==> config.mk <==
export PLATFORM = sky130hd
export DESIGN_NAME = reg_index_encoder_32_flat
export DESIGN_NICKNAME = d
export VERILOG_FILES = /design/src/rtl/reg_index_encoder_32_if.sv /design/src/rtl/reg_index_encoder_32.sv /design/src/flat_wrapper.sv
export SDC_FILE = /design/constraint.sdc
export NUM_CORES = 1
export LEC_CHECK = 0
export ABC_AREA = 1
export BUFFER_PORTS_ARGS = -buffer_cell sky130_fd_sc_hd__buf_2
export CAP_MARGIN = 20
export CORE_AREA = 5 5 135 85
export CTS_BUF_LIST = sky130_fd_sc_hd__clkbuf_4 sky130_fd_sc_hd__clkbuf_8
export DETAILED_ROUTE_END_ITERATION = 16
export DIE_AREA = 0 0 140 90
export PLACE_DENSITY = 0.6
export RECOVER_POWER = 100
export SYNTH_ARGS = -nofsm -noshare
export SYNTH_HDL_FRONTEND = slang
export SYNTH_SLANG_ARGS = --single-unit
==> constraint.sdc <==
create_clock -name clock -period 4.9 [get_ports clock]
set_input_delay 0 -clock clock [delete_from_list [all_inputs] [get_ports clock]]
set_output_delay 0 -clock clock [all_outputs]
set_load 0.02 [all_outputs]
==> src/rtl/reg_index_encoder_32_if.sv <==
// Handshake bundle for reg_index_encoder_32: mask load channel, index output channel and status.
// master drives the mask and consumes indices; slave is the encoder itself.
interface reg_index_encoder_32_if;
    logic        load_valid;
    logic        load_ready;
    logic [31:0] load_mask;
    logic        abort;
    logic        idx_valid;
    logic        idx_ready;
    logic [4:0]  idx;
    logic        idx_last;
    logic [5:0]  remaining;
    logic        busy;

    modport master (
        output load_valid, load_mask, abort, idx_ready,
        input  load_ready, idx_valid, idx, idx_last, remaining, busy
    );

    modport slave (
        input  load_valid, load_mask, abort, idx_ready,
        output load_ready, idx_valid, idx, idx_last, remaining, busy
    );
endinterface

==> src/rtl/reg_index_encoder_32.sv <==
// Sequential 32-to-5 index encoder: drains a register bitmap one set-bit index per handshake,
// lowest index first. Outputs are decoded purely from registered state.
module reg_index_encoder_32 (
    input  logic                    clock,
    input  logic                    reset_n,
    reg_index_encoder_32_if.slave   bus
);
    // Both channels are valid/ready: a beat moves on a rising edge where valid and ready are both 1;
    // the producer holds its payload stable until then, and abort cancels any beat in its cycle.
    typedef enum logic {IDLE, EMIT} state_t;

    state_t      state_q, state_d;
    logic [31:0] pending_q, pending_d;
    logic [5:0]  remaining_q, remaining_d;
    logic [4:0]  lowest;

    function automatic logic [4:0] lsb_index(input logic [31:0] v);
        lsb_index = 5'd0;
        for (int i = 31; i >= 0; i--) begin
            if (v[i]) lsb_index = 5'(i);
        end
    endfunction

    function automatic logic [5:0] popcount(input logic [31:0] v);
        popcount = 6'd0;
        for (int i = 0; i < 32; i++) begin
            popcount = popcount + {5'd0, v[i]};
        end
    endfunction

    assign lowest = lsb_index(pending_q);

    always_comb begin
        state_d     = state_q;
        pending_d   = pending_q;
        remaining_d = remaining_q;
        if (bus.abort) begin
            state_d     = IDLE;
            pending_d   = 32'd0;
            remaining_d = 6'd0;
        end else begin
            case (state_q)
                IDLE: begin
                    if (bus.load_valid) begin
                        pending_d   = bus.load_mask;
                        remaining_d = popcount(bus.load_mask);
                        state_d     = (bus.load_mask != 32'd0) ? EMIT : IDLE;
                    end
                end
                EMIT: begin
                    if (bus.idx_ready) begin
                        // Clearing the lowest set bit is exactly the bit just transferred.
                        pending_d   = pending_q & (pending_q - 32'd1);
                        remaining_d = remaining_q - 6'd1;
                        if (remaining_q == 6'd1) state_d = IDLE;
                    end
                end
                default: begin
                    state_d     = IDLE;
                    pending_d   = 32'd0;
                    remaining_d = 6'd0;
                end
            endcase
        end
    end

    always_ff @(posedge clock or negedge reset_n) begin
        if (!reset_n) begin
            state_q     <= IDLE;
            pending_q   <= 32'd0;
            remaining_q <= 6'd0;
        end else begin
            state_q     <= state_d;
            pending_q   <= pending_d;
            remaining_q <= remaining_d;
        end
    end

    always_comb begin
        bus.load_ready = (state_q == IDLE);
        bus.idx_valid  = (state_q == EMIT);
        bus.busy       = (state_q == EMIT);
        bus.idx        = (state_q == EMIT) ? lowest : 5'd0;
        bus.idx_last   = (state_q == EMIT) && (remaining_q == 6'd1);
        bus.remaining  = remaining_q;
    end
endmodule

==> src/flat_wrapper.sv <==
// flat-port wrapper written by rule: the top's interface ports become plain ports
module reg_index_encoder_32_flat 
  (clock, reset_n, bus_load_valid, bus_load_mask, bus_abort, bus_idx_ready, bus_load_ready, bus_idx_valid, bus_idx, bus_idx_last, bus_remaining, bus_busy);
  reg_index_encoder_32_if bus_i ();
  input  logic clock;
  input  logic reset_n;
  input wire logic [$bits(bus_i.load_valid)-1:0] bus_load_valid;
  input wire logic [$bits(bus_i.load_mask)-1:0] bus_load_mask;
  input wire logic [$bits(bus_i.abort)-1:0] bus_abort;
  input wire logic [$bits(bus_i.idx_ready)-1:0] bus_idx_ready;
  output wire logic [$bits(bus_i.load_ready)-1:0] bus_load_ready;
  output wire logic [$bits(bus_i.idx_valid)-1:0] bus_idx_valid;
  output wire logic [$bits(bus_i.idx)-1:0] bus_idx;
  output wire logic [$bits(bus_i.idx_last)-1:0] bus_idx_last;
  output wire logic [$bits(bus_i.remaining)-1:0] bus_remaining;
  output wire logic [$bits(bus_i.busy)-1:0] bus_busy;
  assign bus_i.load_valid = bus_load_valid;
  assign bus_i.load_mask = bus_load_mask;
  assign bus_i.abort = bus_abort;
  assign bus_i.idx_ready = bus_idx_ready;
  assign bus_load_ready = bus_i.load_ready;
  assign bus_idx_valid = bus_i.idx_valid;
  assign bus_idx = bus_i.idx;
  assign bus_idx_last = bus_i.idx_last;
  assign bus_remaining = bus_i.remaining;
  assign bus_busy = bus_i.busy;
  reg_index_encoder_32 u_core (.clock(clock), .reset_n(reset_n), .bus(bus_i));
endmodule
==> impl_results.md <==
* Number of endpoints failing setup at the final stage at 0
* Arrival time at the worst endpoint at 4.91 ns
* Worst setup SP type: input port
* Area fraction in compound gates after synthesis at 0.189
* Gp weighted congestion at 0.919
* Placement row count at 29
* Critical Path Max Stage Delay at 0.55 ns
* Portion of the post-synthesis area used by sequential elements at 0.283
* CTS root buf: sky130_fd_sc_hd__clkbuf_8
* Worst hold slack across all endpoints at 0.0295 ns
* Net total in the final layout at 589
* Area growth from synthesis to layout at 15.3%
* Total clock buffers created by CTS at 5
* Area fraction of the dominant cell type after synthesis at 0.283
* Number of pins exceeding their max-slew limit in the final report at 86
* Starting density of the core at 0.337
* Synthesized area per cell at 7.45 um2
* Synth top area cells: sky130_fd_sc_hd__dfrtp_1 (28%), sky130_fd_sc_hd__fa_1 (14%), sky130_fd_sc_hd__inv_1 (10%), sky130_fd_sc_hd__nand2_1 (7.1%), sky130_fd_sc_hd__nor2_1 (6.4%)
* Clock latency of the later-clocked register in the worst-skew pair at 0.30 ns
* Initial antenna violation count at 0
* Post-synth EDFFs at 0
* Number of distinct library cells after synthesis at 39
* Worst max-slew margin expressed relative to the limit at -0.491
* Pin count of the biggest net entering global routing at 46
* Most frequently used cell type in the post-synthesis netlist: sky130_fd_sc_hd__inv_1
* Layout Utilization at 0.389
* Vias in the first global route at 3215
* Main combinational cell family by area after synthesis: simple AND/OR/NAND/NOR gates
* Worst setup path class: input port to register
* Unrepaired setup endpoints after global routing: no
* Result of the run: complete, but fails checks
* Setup TNS Final at 0 ns
* Cells traversed along the worst timing path: buf_2 > inv_1 > ha_1 > inv_1 > fa_1 > fa_1 > fa_1 > fa_1 > fa_1 > fa_1 > fa_1 > fa_1 > nor2_2 > nor2_1 > nor2_1 > nor2_1 > nor2_1 > nor3b_2 > o32ai_1
* Critical Path End Type: register
* Overflow after GRT at 0
* Final WL at 10.6 mm
* Number of nets in the synthesized netlist at 535
* Power Dens Cells at 464 mW/mm2
* #FFs+latches synth at 39
* Most prevalent standard cell on the critical path: sky130_fd_sc_hd__fa_1
* Reg clk slew, reported paths at 0.08 ns
* Number of clock sinks at 39
* Pre-Repair DR Iteration Count at 5
* CTS tree: done
* Multiplexer share of the synthesized area at 0
* Slew of the pin with the lowest slew margin at 2.24 ns
* Synthesis warning total at 0
* Shortest clock period the worst path allows after layout at 4.71 ns
* Num ports at 52
* Violations in the final reports: max-capacitance violations, max-slew violations
* Vias per Instance at 5.12
* Cell at the slowest stage of the critical path: sky130_fd_sc_hd__fa_1
* Wire length per cell at 16.1 um
* Total global routing track utilization at 0.171
* Count of max-cap constraint violations at 2
* FMAX at 213 MHz
* Fill cell total of the finished layout at 1100
* Final count of hold timing violations at 0
* Most numerous cell types in the synthesized netlist: sky130_fd_sc_hd__inv_1 (96), sky130_fd_sc_hd__nand2_1 (65), sky130_fd_sc_hd__nor2_1 (59)
* Standby leakage power at 1.95 nW
* Wire length of the first global-routing pass at 17.2 mm
* Diode count at 0
* Die height at 90 um
* Dominant synthesized flop cell: sky130_fd_sc_hd__dfrtp_1
* DRC violation total after the first TritonRoute iteration at 327
* Class of the tightest hold or removal check: input port to register
* CTS HTree Levels at 2
* Clock Path Buffers at 2
* Share of flip-flops with an asynchronous set or reset at 1.00
* Xor/xnor cell area share of the yosys netlist at 0.00254
* Library cell occupying the most area in the post-synthesis netlist: sky130_fd_sc_hd__dfrtp_1
* Antenna viol nets, final at 0
* Critical path fanouts, max at 2
* Post-detailed-route DRC marker count at 0
* Data required time of the critical path at 5.10 ns
* Full die area at 0.0126 mm2
* Largest clock skew in the final design at 0.00664 ns
* Area of the core at 0.0102 mm2
* HPWL after detailed placement at 8.48 mm
* Post-Syn Area at 0.00345 mm2
* Routed vias at 3364
* Number of instances in the synthesized netlist at 463
* Area share of fa/ha/maj cells after synthesis at 0.179
* Post-route clock period utilization at 0.960
* Fraction of final layout cells sized beyond drive strength 1 at 0.125
* Peak supply drop at 0.226 mV
* PortBufs at 51
* Die W at 140 um
* Post-synthesis simple-gate area fraction at 0.221
[cells by family after synthesis]
logic type	after synthesis
buffers and inverters	115
DFF	39
adders and majority gates	35
AOI/OAI and AO/OA	108
xor gates and xnor gates	1
and+or+nand+nor	165
[per-stage QoR]
step	setup slack (ns)	power, mW	cells	area, um2
CTS	0.131	1.85	657	4000
finish	0.195	1.85	657	3980
global placement	-0.0712	1.56	646	3880
detailed placement	-0.178	1.60	646	3880
floorplan	0.194	1.28	463	3450
global route	0.00614	2.08	657	3980
[worst paths after layout]
check / from / endpoint / slack [ns] / cells past startpoint
worst max-delay path: bus_load_mask[0] / u_core.bus.remaining[4] / 0.19 / 19
worst min register to register: u_core.pending_q[6] / u_core.pending_q[6] / 0.55 / 1
worst max register to register: u_core.bus.busy / u_core.pending_q[6] / 0.43 / 8
worst min-delay path: bus_load_mask[21] / u_core.pending_q[21] / 0.03 / 3
min in group asynchronous: reset_n / u_core.bus.remaining[3] / 0.89 / 2
max in group asynchronous: reset_n / u_core.pending_q[10] / 2.73 / 2
[critical path, delay by kind of cell]
kind	cells	cell delay, ns
adder cells (fa/ha/maj)	9	3.97
AND/OR/NAND/NOR	6	0.51
buffers and inverters	3	0.21
AO/OA/AOI/OAI	1	0.21
[repair_timing]
item | in CTS | in global routing
hold buffers | 3 | 0
resized for setup | 0 | 2
buffers inserted | 0 | 0
hold endpoints to repair | 41 | 0
setup endpoints to repair | 0 | 1
[report_power, final]
group | switching, mW | leakage (nW) | internal (mW) | total [mW]
Combinational | 0.723 | 1.39 | 0.485 | 1.21
Clock | 0.121 | 0.0491 | 0.111 | 0.233
Sequential | 0.0431 | 0.520 | 0.363 | 0.406
Total | 0.888 | 1.95 | 0.960 | 1.85
[area by class of cell]
| cell class | instances | area [um2] | share of cell area |
|---|---|---|---|
| multi-input cells | 309 | 2050 | 0.515 |
| flip-flops and latches | 39 | 976 | 0.245 |
| inverters | 100 | 375 | 0.0944 |
| repair buffers | 62 | 317 | 0.0796 |
| well taps | 139 | 174 | 0.0437 |
| clock buffers | 7 | 83.8 | 0.0211 |
| clock inverters | 1 | 5.00 | 0.00126 |
[state kept, by name, indices dropped and copies added (netlist names)]
register,cells
u_core.bus.busy,1
u_core.bus.remaining,6
u_core.pending_q,32
[layout by cell type (no fill, tap or decap), drive strengths merged]
cell type,netlist,final
nand4,5,5
nand3,8,8
o21bai,1,1
a2bb2oi,2,2
xor2,1,1
clkinv,0,2
a211oi,2,2
a21boi,2,2
o32ai,2,2
inv,100,99
buf,2,42
o22ai,28,28
nor3,13,13
nor2,63,63
ha,11,11
o31ai,3,3
dlygate4sd3,0,3
nor4,8,8
clkbuf,13,24
nor3b,1,1
a41oi,1,1
a31oi,4,4
fa,24,24
o21ai,30,30
a21oi,26,26
o211ai,1,1
a22oi,1,1
a32o,3,3
nand2,67,67
o2bb2ai,2,2
dfrtp,39,39
[per-layer routing]
metal,global-route usage,part of all wire
met5,0,0
met4,0.0282,0.0079
met3,0.0403,0.095
met2,0.235,0.40
met1,0.272,0.50
(Power assumes the default switching activity.)
